<file path="config.mk">
export PLATFORM = sky130hd
export DESIGN_NAME = viterbi_traceback_ctrl
export DESIGN_NICKNAME = d
export VERILOG_FILES = /design/src/rtl/viterbi_traceback_ctrl.sv
export SDC_FILE = /design/constraint.sdc
export NUM_CORES = 1
export LEC_CHECK = 0
export ABC_AREA = 1
export CAP_MARGIN = 20
export CORE_MARGIN = 1
export CORE_UTILIZATION = 36
export DETAILED_ROUTE_END_ITERATION = 7
export GPL_ROUTABILITY_DRIVEN = 0
export PLACE_DENSITY = 0.51
export SLEW_MARGIN = 15
export SYNTH_ARGS = -nofsm -noshare
export SYNTH_HDL_FRONTEND = slang
export SYNTH_SLANG_ARGS = --single-unit
</file>
<file path="constraint.sdc">
create_clock -name clk -period 6.7 [get_ports clk]
set_input_delay 1.34 -clock clk [delete_from_list [all_inputs] [get_ports clk]]
set_output_delay 1.34 -clock clk [all_outputs]
set_load 0.005 [all_outputs]
</file>
<file path="src/rtl/viterbi_traceback_ctrl.sv">
// viterbi_traceback_ctrl
// ----------------------
// Traceback sequencer for an 8-state (K=4) Viterbi decoder. Survivor decision
// bytes (one per trellis step) are buffered during FILL. TRACE then walks the
// trellis backwards from the termination state, one step per cycle. EMIT plays
// the recovered information bits out in forward order on a valid/ready stream.
//
// Ports
//   clk        system clock, rising edge
//   rst_n      asynchronous active-low reset
//   dec_valid  decision beat valid             dec_ready  block accepts a beat
//   dec_bits   decision bit per state          dec_last   final trellis step
//   end_state  termination state (sampled on the accepted dec_last beat)
//   out_valid  decoded bit valid               out_ready  sink accepts bit
//   out_bit    decoded information bit         out_last   final bit of frame
//   busy       high in TRACE or EMIT
//   trunc      frame was closed by a full buffer without dec_last
module viterbi_traceback_ctrl #(
  parameter int MAX_LEN = 64,
  parameter int PTR_W   = 6
) (
  input  logic       clk,
  input  logic       rst_n,
  input  logic       dec_valid,
  output logic       dec_ready,
  input  logic [7:0] dec_bits,
  input  logic       dec_last,
  input  logic [2:0] end_state,
  output logic       out_valid,
  input  logic       out_ready,
  output logic       out_bit,
  output logic       out_last,
  output logic       busy,
  output logic       trunc
);

  localparam logic [PTR_W-1:0] LAST_PTR = PTR_W'(MAX_LEN - 1);
  localparam logic [PTR_W:0]   ONE_LEN  = (PTR_W + 1)'(1);

  typedef enum logic [1:0] {FILL, TRACE, EMIT} state_t;

  state_t             state_reg;
  logic [PTR_W-1:0]   wptr_reg;
  logic [PTR_W-1:0]   k_reg;
  logic [PTR_W-1:0]   rptr_reg;
  logic [PTR_W:0]     len_reg;
  logic [2:0]         st_reg;
  logic               dec_ready_reg;
  logic               out_valid_reg;
  logic               out_bit_reg;
  logic               out_last_reg;
  logic               busy_reg;
  logic               trunc_reg;

  logic [7:0]         mem [MAX_LEN];
  logic [MAX_LEN-1:0] bitbuf_reg;

  logic               accept;
  logic               d_bit;
  logic               trace_bit;
  logic               out_fire;
  logic [PTR_W-1:0]   rptr_next;
  logic [PTR_W:0]     wptr_plus1;
  logic [PTR_W:0]     last_idx;

  assign accept     = dec_valid & dec_ready_reg;
  assign out_fire   = out_valid_reg & out_ready;
  assign rptr_next  = rptr_reg + PTR_W'(1);
  assign wptr_plus1 = {1'b0, wptr_reg} + ONE_LEN;
  assign last_idx   = len_reg - ONE_LEN;

  // Traceback needs the decision of the current step in the same cycle it
  // updates the state, so the survivor memory is read asynchronously.
  assign d_bit = mem[k_reg][st_reg];

  // Encoder input that drives predecessor {d, st[2:1]} into st.
  assign trace_bit = st_reg[1] ^ st_reg[0] ^ d_bit;

  assign dec_ready = dec_ready_reg;
  assign out_valid = out_valid_reg;
  assign out_bit   = out_bit_reg;
  assign out_last  = out_last_reg;
  assign busy      = busy_reg;
  assign trunc     = trunc_reg;

  // Survivor buffer: contents are never reset.
  always_ff @(posedge clk) begin
    if (accept) begin
      mem[wptr_reg] <= dec_bits;
    end
  end

  // Decoded-bit buffer, filled back to front during TRACE.
  for (genvar gi = 0; gi < MAX_LEN; gi++) begin : g_bitbuf
    always_ff @(posedge clk) begin
      if (state_reg == TRACE && k_reg == PTR_W'(gi)) begin
        bitbuf_reg[gi] <= trace_bit;
      end
    end
  end

  always_ff @(posedge clk or negedge rst_n) begin
    if (!rst_n) begin
      state_reg     <= FILL;
      wptr_reg      <= '0;
      k_reg         <= '0;
      rptr_reg      <= '0;
      len_reg       <= '0;
      st_reg        <= '0;
      dec_ready_reg <= 1'b1;
      out_valid_reg <= 1'b0;
      out_bit_reg   <= 1'b0;
      out_last_reg  <= 1'b0;
      busy_reg      <= 1'b0;
      trunc_reg     <= 1'b0;
    end else begin
      case (state_reg)
        FILL: begin
          if (accept) begin
            wptr_reg <= wptr_reg + PTR_W'(1);
            // dec_last wins over a full buffer: beat MAX_LEN with dec_last
            // is a normal close.
            if (dec_last || wptr_reg == LAST_PTR) begin
              len_reg       <= wptr_plus1;
              k_reg         <= wptr_reg;
              st_reg        <= dec_last ? end_state : 3'd0;
              trunc_reg     <= ~dec_last;
              dec_ready_reg <= 1'b0;
              busy_reg      <= 1'b1;
              state_reg     <= TRACE;
            end
          end
        end

        TRACE: begin
          st_reg <= {d_bit, st_reg[2:1]};
          if (k_reg == '0) begin
            // Bit 0 is produced this cycle, so present it directly instead
            // of waiting for it to land in bitbuf.
            rptr_reg      <= '0;
            out_valid_reg <= 1'b1;
            out_bit_reg   <= trace_bit;
            out_last_reg  <= (len_reg == ONE_LEN);
            state_reg     <= EMIT;
          end else begin
            k_reg <= k_reg - PTR_W'(1);
          end
        end

        EMIT: begin
          if (out_fire) begin
            if (out_last_reg) begin
              out_valid_reg <= 1'b0;
              out_bit_reg   <= 1'b0;
              out_last_reg  <= 1'b0;
              trunc_reg     <= 1'b0;
              busy_reg      <= 1'b0;
              wptr_reg      <= '0;
              dec_ready_reg <= 1'b1;
              state_reg     <= FILL;
            end else begin
              rptr_reg     <= rptr_next;
              out_bit_reg  <= bitbuf_reg[rptr_next];
              out_last_reg <= ({1'b0, rptr_next} == last_idx);
            end
          end
        end

        default: begin
          state_reg <= FILL;
        end
      endcase
    end
  end

endmodule

</file>
; ---- Yosys cells after proc, flatten, opt, wreduce, memory -nomap -nowiden
; Memories as Yosys holds them, arrays and structs flattened.
; Index checks and enable logic that the tools add are counted.
[totals]
reg_bits = 100
input_bits = 16
wordCells = 294
mem_count = 1
output_inout_bits = 6
ramBits = 512
[memory_table]
columns = name, words, word_bits, read_ports, rd_ports_with_merged_regs, wr, line
row1 = mem, 64, 8, 1, 0, 1, 55  ; logic [7:0] mem [MAX_LEN];
[op_classes]
bitwise = 5
add_sub_neg = 5
eq_ne = 75
n_reduce_logical = 79
magnitude_cmp = 2
mux = 51
[ops]
columns = operator, n
row1 = equality test 6 bit (second input constant), 33
row2 = equality test 6 x 5 -> 1 bit (second input constant), 16
row3 = logical AND 1 bit, 64
row4 = 2-to-1 mux 6 bit, 9
row5 = equality test 6 x 4 -> 1 bit (second input constant), 8
row6 = case mux 6 bit (2 select lines), 3
row7 = equality test 6 x 3 -> 1 bit (second input constant), 4
row8 = 2-to-1 mux 1 bit, 21
row9 = AND reduction 4 bit, 4
row10 = inequality test 2 bit (second input constant), 7
row11 = adder 6 x 1 -> 6 bit (second input constant), 2
row12 = equality test 6 x 2 -> 1 bit (second input constant), 2
row13 = case mux 1 bit (2 select lines), 6
row14 = 2-to-1 mux 2 bit, 5
row15 = AND reduction 5 bit, 2
row16 = 2-to-1 mux 3 bit, 3
row17 = AND reduction 3 bit, 3
row18 = adder 6 x 1 -> 7 bit (second input constant), 1
row19 = equality test 6 x 7 -> 1 bit, 1
row20 = equality test 7 x 1 -> 1 bit (second input constant), 1
row21 = < comparator 6 x 7 -> 1 bit (second input constant), 1
row22 = subtractor 7 x 1 -> 7 bit (second input constant), 1
row23 = binary-select mux 1 bit (select 6 bit), 1
row24 = equality test 6 x 1 -> 1 bit (second input constant), 1
row25 = other kinds (14), 18

; ---- Longest topological paths before layout
; Gate-level depths: netlist of run 1.
[logic_depth]
depth_word = 6
ltp_mapped = 21
depth_no_buf = 19

; ---- Worst setup path after synthesis of run 1
; OpenSTA, ideal clock, no wires.
[synth_timing]
path_type = flip-flop to flip-flop
from = reg k_reg[0]
to = reg bitbuf_reg[0] (data pin)
setup_ns = 0.367
t_arrival_ns = 2.646
path_slack_ns = 3.686
path_stages_with_launch = 18
required_time_ns = 6.333
path_buffers = 3
synth_period_minus_slack_ns = 3.014
cell_sequence = dfrtp_1 > buf_4 > buf_6 > buf_4 > nor2_1 > nor2_1 > o21ai_0 > nand2_1 > nand2_1 > nand2_1 > o21ai_0 > nand2_1 > nor2_1 > nor2_1 > nor2_1 > nand2_1 > nand3_1 > and2_1
[synth_via]
elab_chain_cells = 4
[synth_rtl]
columns = element, line
row1 = start: declaration, 44  ; logic [PTR_W-1:0] k_reg;
row2 = start signal: assignment, 125  ; k_reg <= wptr_reg;
row3 = start signal: assignment, 146  ; k_reg <= k_reg - PTR_W'(1);
row4 = memory (64 x 8 bit), n/a
row5 = binary-select mux 1 bit (select 3 bit), 74  ; assign d_bit = mem[k_reg][st_reg];
row6 = 2-to-1 mux 1 bit (implied by the code), 74
row7 = bitwise XOR 1 bit, 77  ; assign trace_bit = st_reg[1] ^ st_reg[0] ^ d_bit;
row8 = via trace_bit, 60  ; logic trace_bit;
row9 = end signal: indexed assignment, 97  ; bitbuf_reg[gi] <= trace_bit;
row10 = end: declaration, 56  ; logic [MAX_LEN-1:0] bitbuf_reg;
; The timed path passes the listed nets, and every way through them passes these cells. The select of a mux whose other input is x is not followed.
; A chain may end at the register's enable or synchronous reset.

; ---- Worst setup path after layout of run 1
[layout_timing]
from = reg k_reg[0]
to = reg bitbuf_reg[18] (data pin)
; Same word-level chain as after synthesis.

==> flow_metrics.py, run 1 <==
metrics = {
    "logic_synthesis": {
        "synth_xor_area_frac": 0.00598,
        "synth_top_area_share": 0.657,
        "synthSimpleGateAreaFrac": 0.191,
        "syn_inst": 2523,
        "synth.area.top_cells": "edfxtp_1 (66%), nand2_1 (9.9%), nor2_1 (7.3%)",
        "synth_seq_cells": 612,
        "postSynthAreaPerCell_sq_um": 10.4,
        "synth_fp_nets": 2548,
        "synth_top_family_by_area": "simple AND/OR/NAND/NOR gates",
        "yosys_warnings": 0,
        "syn-cell-area_sq_mm": 0.0263,
        "yosysTopAreaCell": "edfxtp_1",
        "synth_compound_area_frac": 0.0571,
        "synthAdderAreaFrac": 0.00427,
        "synthDistinctLibCells": 34,
        "synthMuxAreaShare": 0.00608,
        "yosysSeqAreaShare": 0.691,
    },
    "min_path": {
        "hp-class": "flop to flop",
        "whs_endpoint": "busy",
        "hp-start": "busy",
        "min_path_cells": 2,
    },
    "grt": {
        "grtUsageMet1": 0.264,
        "grt_pass1_vias": 17300,
        "grt_pass1_wl_microns": 106000,
        "grt_most_used_layer": "met2",
        "grt_usage": 0.188,
        "use_met2": 0.298,
        "grt_max_degree": 112,
        "met3_usage": 0.0344,
        "grt_overflow": 0,
        "antenna_found_initial": 1,
    },
    "power_and_ir_drop": {
        "leakagePower_uw": 0.0110,
        "power.total_uw": 11500,
        "peakVddDrop_v": 0.000202,
        "powerDensity_mw_per_mm2": 391,
    },
    "route": {
        "drt_wl_total_microns": 69000,
        "viasPerCell": 4.95,
        "drc_errors": 0,
        "ant_nets": 0,
        "vias": 17500,
        "drt_iter0_markers": 1375,
        "dr.pass1.iters": 5,
        "routedWlPerCell_microns": 19.6,
    },
    "clock_network": {
        "htree_num_levels": 3,
        "cts-root-buf": "clkbuf_16",
        "cts_sinks": 612,
        "clk_path_buf_depth": 3,
        "postCtsSetupRepairBufs": 0,
        "cts_resized": 0,
        "clock_latency_ps": 590,
        "numCtsBuffers": 68,
        "clk_pin_slew_ps": 60,
        "ctsHoldBuffers": 0,
        "cts_tree": "done",
    },
    "timing": {
        "grt_setup_unrepaired": "false",
        "period_needed_ps": 4620,
        "setup_viol": 0,
        "skew_ps": 20.3,
        "holdWs_ps": 490,
        "fmax_ghz": 0.217,
        "slew_violations": 0,
        "fin_crit_sh": 0.689,
        "setup_tns_ps": 0,
        "finalHoldViolCount": 0,
        "tightest_slew_ps": 1040,
        "slew_headroom": 0.304,
    },
    "run_status": {
        "status": "completed",
    },
    "layout": {
        "fin_util": 0.409,
        "ff_latch_area_sq_mm": 0.0182,
        "nets": 2549,
        "synthToLayoutAreaGrowth_pct": 11.6,
        "diodes": 0,
        "fillers": 6929,
        "drive_gt1_frac": 0.0501,
        "fin_area_sq_mm": 0.0294,
        "largest_reg_flops": 512,
        "multi_input_area_sq_mm": 0.00699,
    },
    "job": {
        "drv_cap": 0,
    },
    "setup_path": {
        "path_cells": "inv_6, buf_4, nand2_1, nand3_1, nand2_1, nand2_1, nand2_1, nor2_1, nor2_1, nor2_1, nand2_1, nand2_1, nand2_1, nor2_1, nand2_1, nand3_1, and2_1, buf_4",
        "r2r_end": "bitbuf_reg[18]",
        "crit_buf_inv": 3,
        "reg2reg_depth": 18,
        "crit_family": "buffers and inverters",
        "r2r_slack_ps": 2080,
        "cpMaxStageDelayCell": "buf_4",
        "arrival_ps": 4990,
        "critPathMaxStageDelay_ps": 760,
        "r2r_start": "k_reg[0]",
        "crit_type": "flop to flop",
        "startpoint_type": "flop",
        "critPathMaxFanout": 111,
        "cp.required_ps": 7070,
        "cp_common_cell": "nand2_1",
        "cp-end-kind": "flop",
    },
    "place": {
        "hpwl_microns": 39800,
        "io_buffers": 21,
        "postPlaceCellArea_sq_mm": 0.0274,
    },
    "floorplanning": {
        "start_util": 0.366,
        "die_w_microns": 273,
        "core_sq_mm": 0.0720,
        "io_pins": 22,
        "die_y_microns": 273,
        "rows": 98,
        "dieArea_sq_mm": 0.0743,
    },
}
worst reg2reg max path, delay by kind of cell (launching register included):
family	cells	cell delay, ps
flip-flops	1	710
buffers and inverters	3	1900
AND/OR/NAND/NOR	15	1790
where the power goes:
group	switching, uW	internal, uW
clock	1480	1990
sequential	137	4480
combinational	2510	894
through the flow:
step           std cells  setup WS [ps]
6_report            3523           2080
5_1_grt             3523           1510
4_1_cts             3523           1980
3_5_place_dp        3404           2000
3_3_place_gp        3404           2070
2_1_floorplan       2523           3690
cell families after synthesis:
family / count (synthesis)
mux: 16
compound gates: 286
fa+ha+maj: 9
simple gates: 1304
buf+inv: 278
flops: 612
xor+xnor: 18
cell usage in the layout, fill, tap and decap left out, types with 2 or more instances in the layout:
cell type,instances
nand2_1,694
clkbuf_1,19
nor3_1,8
ha_1,9
clkdlybuf4s50_1,12
dfrtp_4,2
nand4_1,2
inv_6,5
nand3b_1,2
xnor2_1,2
o21ai_1,30
o22ai_1,3
a21oi_1,7
a31oi_1,2
clkbuf_16,71
clkinv_1,17
xor2_1,16
clkinv_2,7
nor2_4,3
nor2_1,509
nand3_1,82
inv_1,159
mux2i_1,16
o21ai_0,225
edfxtp_1,576
inv_2,2
buf_12,2
o221ai_1,16
buf_2,9
dfrtp_1,33
buf_4,21
cell type report:
type / instances / area share
Clock buffer: 91 / 0.0633
Clock inverter: 28 / 0.00570
Inverter: 165 / 0.0213
Multi-Input combinational cell: 1633 / 0.238
Sequential cell: 612 / 0.619
Tap cell: 950 / 0.0404
Timing Repair Buffer: 44 / 0.0123
worst max path at each step:
stage,start,endpoint,depth (start not counted)
CTS,k_reg[0],bitbuf_reg[8],16
floorplan,k_reg[0],bitbuf_reg[0],17
detailed placement,k_reg[0],bitbuf_reg[8],16
finish,k_reg[0],bitbuf_reg[18],18
global route,k_reg[0],bitbuf_reg[11],18
global placement,k_reg[0],bitbuf_reg[41],18
cell usage after synthesis:
master / number
nand2_1: 694
edfxtp_1: 576
nor2_1: 510
o21ai_0: 225
inv_1: 160
nand3_1: 82
buf_2: 52
clkbuf_1: 41
dfrtp_1: 35
o21ai_1: 30
mux2i_1: 16
o221ai_1: 16
xor2_1: 16
buf_4: 10
ha_1: 9
nor3_1: 8
a21oi_1: 7
buf_1: 7
buf_6: 3
inv_2: 3
nor2_2: 3
o22ai_1: 3
a31oi_1: 2
clkinv_1: 2
nand3b_1: 2
nand4_1: 2
xnor2_1: 2
a21boi_1: 1
a22oi_1: 1
and2_1: 1
dfstp_2: 1
nor3_2: 1
nor4_1: 1
o211ai_1: 1
routing by layer:
layer	routed length [microns]	up-vias
li1	-	8421
met1	31400	8495
met2	31800	430
met3	3950	109
met4	1780	0
met5	0	-
No activity file was read; power rests on OpenSTA's default activity.
==> inputs of run 2 (changes only) <==
--- a/config.mk
+++ b/config.mk
@@ -11,7 +11,7 @@
 export CORE_UTILIZATION = 36
 export DETAILED_ROUTE_END_ITERATION = 7
 export GPL_ROUTABILITY_DRIVEN = 0
-export PLACE_DENSITY = 0.51
+export PLACE_DENSITY = 0.53
 export SLEW_MARGIN = 15
 export SYNTH_ARGS = -nofsm -noshare
 export SYNTH_HDL_FRONTEND = slang
==> constraint.sdc (replaced) <==
create_clock -name clk -period 3.92 [get_ports clk]
set_input_delay 0.784 -clock clk [delete_from_list [all_inputs] [get_ports clk]]
set_output_delay 0.784 -clock clk [all_outputs]
set_load 0.005 [all_outputs]
==> run 2 against run 1 <==
First-iteration DRC count increased by 20%; die area did not move; final cell count is 2.2% higher; maximum frequency rose by 31%; hold slack lost 200 ps; design area increased by 2.9%; flip-flop and latch count is the same; sequential power grew 70%; core utilization rose by 1.2 points; critical path depth down 3; combinational power rose by 78%; largest power group unchanged.
==> flow_metrics.py, run 2 (synthesized netlist as in run 1, its figures left out) <==
metrics = {
    "clock_network": {
        "cts_tree": "done",
        "cts_resized": 0,
        "numCtsBuffers": 69,
        "clk_pin_slew_ps": 60,
        "ctsHoldBuffers": 0,
        "cts_sinks": 612,
        "postCtsSetupRepairBufs": 0,
        "clk_path_buf_depth": 3,
        "cts-root-buf": "clkbuf_16",
        "clock_latency_ps": 610,
        "htree_num_levels": 3,
    },
    "power_and_ir_drop": {
        "intPower_uw": 13200,
        "p_sw_frac": 0.350,
        "powerDensity_mw_per_mm2": 669,
        "pwr-share-seq": 0.387,
        "clkPwrFrac": 0.314,
        "p_comb_frac": 0.299,
        "peakVddDrop_v": 0.000501,
        "leakagePower_uw": 0.0115,
        "p_sw_uw": 7090,
        "power.total_uw": 20300,
    },
    "layout": {
        "final_cell_mix": "nand2_1 (694), edfxtp_1 (576), nor2_1 (509), o21ai_0 (225), inv_1 (159)",
        "multi_input_area_sq_mm": 0.00699,
        "ff_latch_area_sq_mm": 0.0182,
        "layout_commonest_cell": "nand2_1",
        "synthToLayoutAreaGrowth_pct": 14.9,
        "fin_util": 0.421,
        "nets": 2621,
        "finalNonFillerCells": 3601,
        "drive_gt1_frac": 0.0781,
        "largest_reg_flops": 512,
        "diodes": 0,
        "fillers": 6815,
    },
    "timing": {
        "slew_headroom": 0.407,
        "fmax_ghz": 0.283,
        "finalHoldViolCount": 0,
        "setup_tns_ps": 0,
        "skew_ps": 23.4,
        "setup_viol": 0,
        "period_needed_ps": 3530,
        "slew_violations": 0,
        "holdWs_ps": 285,
        "grt_setup_unrepaired": "false",
        "tightest_slew_ps": 890,
        "fin_crit_sh": 0.901,
    },
    "setup_path": {
        "cp.required_ps": 4290,
        "crit_type": "flop to flop",
        "cp_common_cell": "nand2_1",
        "path_cells": "inv_6, buf_4, o21ai_0, nand2_1, nand2_1, nand2_1, o21ai_0, nand2_1, nor2_1, nor2_1, nor2_1, nand2_1, nand3_1, and2_1, buf_6",
        "cpMaxStageDelayCell": "dfrtp_4",
        "cp-end-kind": "flop",
        "critPathMaxFanout": 64,
        "arrival_ps": 3900,
        "startpoint_type": "flop",
        "critPathMaxStageDelay_ps": 680,
    },
    "job": {
        "drv_cap": 0,
    },
    "place": {
        "hpwl_microns": 42200,
        "io_buffers": 21,
        "dp.cells": 3475,
    },
    "floorplanning": {
        "die_y_microns": 273,
        "io_pins": 22,
        "die_w_microns": 273,
        "rows": 98,
        "dieArea_sq_mm": 0.0743,
        "core_sq_mm": 0.0720,
        "start_util": 0.366,
    },
    "min_path": {
        "hp-class": "input port to asynchronous set/reset pin",
    },
    "route": {
        "drc_errors": 0,
        "vias": 17900,
        "drt_wl_total_microns": 69600,
        "dr.pass1.iters": 5,
        "viasPerCell": 4.97,
        "routedWlPerCell_microns": 19.3,
        "drt_iter0_markers": 1644,
        "ant_nets": 0,
    },
    "grt": {
        "grt_overflow": 0,
        "grt_pass1_wl_microns": 108000,
        "grt_usage": 0.191,
        "grt_pass1_vias": 17700,
        "antenna_found_initial": 2,
        "grt_max_degree": 91,
    },
    "run_status": {
        "status": "completed",
    },
}
run 2: changes by cell type in the layout (fill, tap and decap cells not counted), sizes merged:
cell	change
buf	+71
bufinv	+5
clkbuf	+3
clkinv	-2
clkinvlp	-1
inv	+2
run 2: metrics by stage:
stage          worst slack (ps)  instance area (sq um)
2_1_floorplan               906                  26300
3_3_place_gp                294                  28100
3_5_place_dp                271                  28100
4_1_cts                     255                  30300
5_1_grt                     133                  30300
6_report                    388                  30300
run 2: power groups by stage:
stage                     combinational [uW]  clock [uW]  sequential (uW)
after floorplan                         4000           0             7920
after detailed placement                6050           0             7980
final                                   6050        6370             7840
after global routing                    6770        6760             7860
after global placement                  6040           0             7970
after CTS                               6080        6520             7850
run 2: area by class of cell:
type	instances	share of cell area
flip-flops and latches	612	0.601
clock buffers	94	0.0625
repair buffers	115	0.0347
multi-input cells	1633	0.231
inverters	165	0.0207
clock inverters	32	0.0104
well taps	950	0.0393
run 2: path summary, 6_finish.rpt:
check	endpoint	slack (ps)	cells after the start	from
max	bitbuf_reg[8]	390	15	k_reg[0]
min	rptr_reg[4]	290	1	rst_n
max reg2reg	bitbuf_reg[8]	390	15	k_reg[0]
min reg2reg	len_reg[6]	500	2	len_reg[6]
max in group asynchronous	k_reg[0]	2970	1	rst_n
min in group clk	mem[10][6]	420	1	dec_bits[6]
run 2: routing by layer:
metal  track usage  vias to the layer above  part of all wire
li1              -                     8572                 -
met1         0.271                     8731              0.46
met2         0.307                      500              0.47
met3        0.0315                       78             0.060
met4        0.0380                        0             0.014
met5             0                        -                 0
run 2: critical path, delay by kind of cell (launching register included):
family / cells / cell delay [ps]
compound gates: 2 / 670
buf+inv: 3 / 780
flops: 1 / 680
simple gates: 10 / 1140
==> inputs of run 3 (changes only) <==
--- a/config.mk
+++ b/config.mk
@@ -12,6 +12,7 @@
 export DETAILED_ROUTE_END_ITERATION = 7
 export GPL_ROUTABILITY_DRIVEN = 0
 export PLACE_DENSITY = 0.53
+export SETUP_SLACK_MARGIN = 0.5
 export SLEW_MARGIN = 15
 export SYNTH_ARGS = -nofsm -noshare
 export SYNTH_HDL_FRONTEND = slang
==> run 3 against run 2 <==
Die area stayed put; clock-buffer cell count stayed put; via count is 0.49% higher; core utilization is 0.12 points higher; first-iteration DRC count is 1.9% higher; design area is 0.29% higher; clock power hardly changed; maximum frequency is 8.6% higher; largest power group unchanged; sequential power hardly changed; total power is 0.76% higher; critical path depth is 4 higher; setup slack better by 280 ps.
==> flow_metrics.py, run 3 (synthesized netlist as in run 1, its figures left out) <==
metrics = {
    "route": {
        "vias": 18000,
        "drt_wl_total_microns": 70200,
        "routedWlPerCell_microns": 19.5,
        "viasPerCell": 4.99,
        "drc_errors": 0,
        "drt_iter0_markers": 1676,
        "ant_nets": 0,
        "dr.pass1.iters": 5,
    },
    "timing": {
        "setup_ws_ps": 667,
        "setup_viol": 0,
        "period_needed_ps": 3250,
        "slew_headroom": 0.394,
        "fin_crit_sh": 0.830,
        "fmax_ghz": 0.307,
        "skew_ps": 24.1,
        "setup_tns_ps": 0,
        "grt_setup_unrepaired": "false",
        "tightest_slew_ps": 910,
        "finalHoldViolCount": 0,
        "slew_violations": 0,
    },
    "clock_network": {
        "cts_sinks": 612,
        "cts-root-buf": "clkbuf_16",
        "htree_num_levels": 3,
        "clk_path_buf_depth": 3,
        "clk_pin_slew_ps": 60,
        "ctsHoldBuffers": 0,
        "cts_tree": "done",
        "clock_latency_ps": 610,
        "numCtsBuffers": 69,
    },
    "floorplanning": {
        "die_w_microns": 273,
        "dieArea_sq_mm": 0.0743,
        "die_y_microns": 273,
        "io_pins": 22,
        "start_util": 0.366,
        "core_sq_mm": 0.0720,
        "rows": 98,
    },
    "grt": {
        "grt_pass1_wl_microns": 108000,
        "grt_usage": 0.191,
        "grtUsageMet1": 0.272,
        "grt_max_degree": 91,
        "grt_most_used_layer": "met2",
        "use_met2": 0.307,
        "grt_pass1_vias": 17700,
        "grt_overflow": 0,
        "met3_usage": 0.0315,
        "antenna_found_initial": 2,
    },
    "layout": {
        "fin_util": 0.422,
        "diodes": 0,
        "nets": 2624,
        "layout_commonest_cell": "nand2_1",
        "drive_gt1_frac": 0.0814,
        "largest_reg_flops": 512,
        "fin_area_sq_mm": 0.0304,
        "synthToLayoutAreaGrowth_pct": 15.3,
        "final_cell_mix": "nand2_1 (694), edfxtp_1 (576), nor2_1 (503), o21ai_0 (221), inv_1 (159)",
    },
    "setup_path": {
        "cp.required_ps": 4240,
        "crit_type": "flop to flop",
        "path_cells": "inv_6, buf_6, nand2_1, nand3_1, nand2_1, nand2_1, nand2_1, nor2_1, nor2_1, nor2_2, nand2_1, nand2_1, nand2_1, nor2_1, nand2_1, nand2_1, nand2_1, and2_1, buf_12",
        "critPathMaxStageDelay_ps": 600,
        "cp_common_cell": "nand2_1",
        "startpoint_type": "flop",
        "cpMaxStageDelayCell": "dfrtp_4",
        "arrival_ps": 3580,
        "cp-end-kind": "flop",
        "critPathMaxFanout": 64,
    },
    "job": {
        "drv_cap": 0,
    },
    "place": {
        "postPlaceCellArea_sq_mm": 0.0281,
        "io_buffers": 21,
        "dp_slack_ps": 271,
        "hpwl_microns": 42200,
    },
    "power_and_ir_drop": {
        "peakVddDrop_v": 0.000613,
        "leakagePower_uw": 0.0115,
        "powerDensity_mw_per_mm2": 672,
    },
    "min_path": {
        "hp-class": "input port to asynchronous set/reset pin",
    },
    "run_status": {
        "status": "completed",
    },
}
run 3: changes by cell type in the layout (fill, tap and decap cells not counted), sizes merged:
cell	previous run	this run
clkbuf	94	97
run 3: worst paths after layout:
kind                             start            end  slack (ps)  cells after the start
max                           k_reg[0]  bitbuf_reg[8]         670                     19
min                              rst_n    rptr_reg[4]         280                      1
max reg2reg                   k_reg[0]  bitbuf_reg[8]         670                     19
min reg2reg                 len_reg[6]     len_reg[6]         500                      2
max in group asynchronous        rst_n       k_reg[0]        2980                      1
min in group clk           dec_bits[6]     mem[10][6]         420                      1
run 3: cell type report:
| type | count | area, sq um |
|---|---|---|
| timing repair buffer | 118 | 1120 |
| inverter | 165 | 626 |
| clock buffer | 94 | 1890 |
| tap | 950 | 1190 |
| fill | 6807 | 41600 |
| sequential | 612 | 18200 |
| clock inverter | 32 | 315 |
| multi-input combinational | 1633 | 7010 |
run 3: through the flow:
| stage | total power, uW | cells | hold WS, ps |
|---|---|---|---|
| floorplan | 11900 | 2523 | 453 |
| global placement | 14000 | 3475 | 483 |
| detailed placement | 14000 | 3475 | 487 |
| CTS | 20500 | 3601 | 285 |
| global route | 21500 | 3604 | 329 |
| finish | 20400 | 3604 | 283 |
run 3: power by group:
group	internal (uW)	switching (uW)
Combinational	1820	4400
Sequential	7650	175
Clock	3790	2580
run 3: metal layers:
| layer | vias up | routed length [microns] |
|---|---|---|
| li1 | 8580 | - |
| met1 | 8863 | 32400 |
| met2 | 449 | 32800 |
| met3 | 77 | 4110 |
| met4 | 0 | 1010 |
| met5 | - | 0 |
run 3: worst max-delay path: cells and delay by family (launching register included):
kind,cells,cell delay [ps]
simple gates,16,1600
flops,1,600
buf+inv,3,700
run 3: timing repair:
item / 4_1_cts / 5_1_grt
pin swaps: 0 / 0
resized for setup: 4 / 12
hold endpoints to repair: 0 / 0
gates cloned: 0 / 1
buffers inserted: 0 / 2
endpoints found under the setup margin: 64 / 64
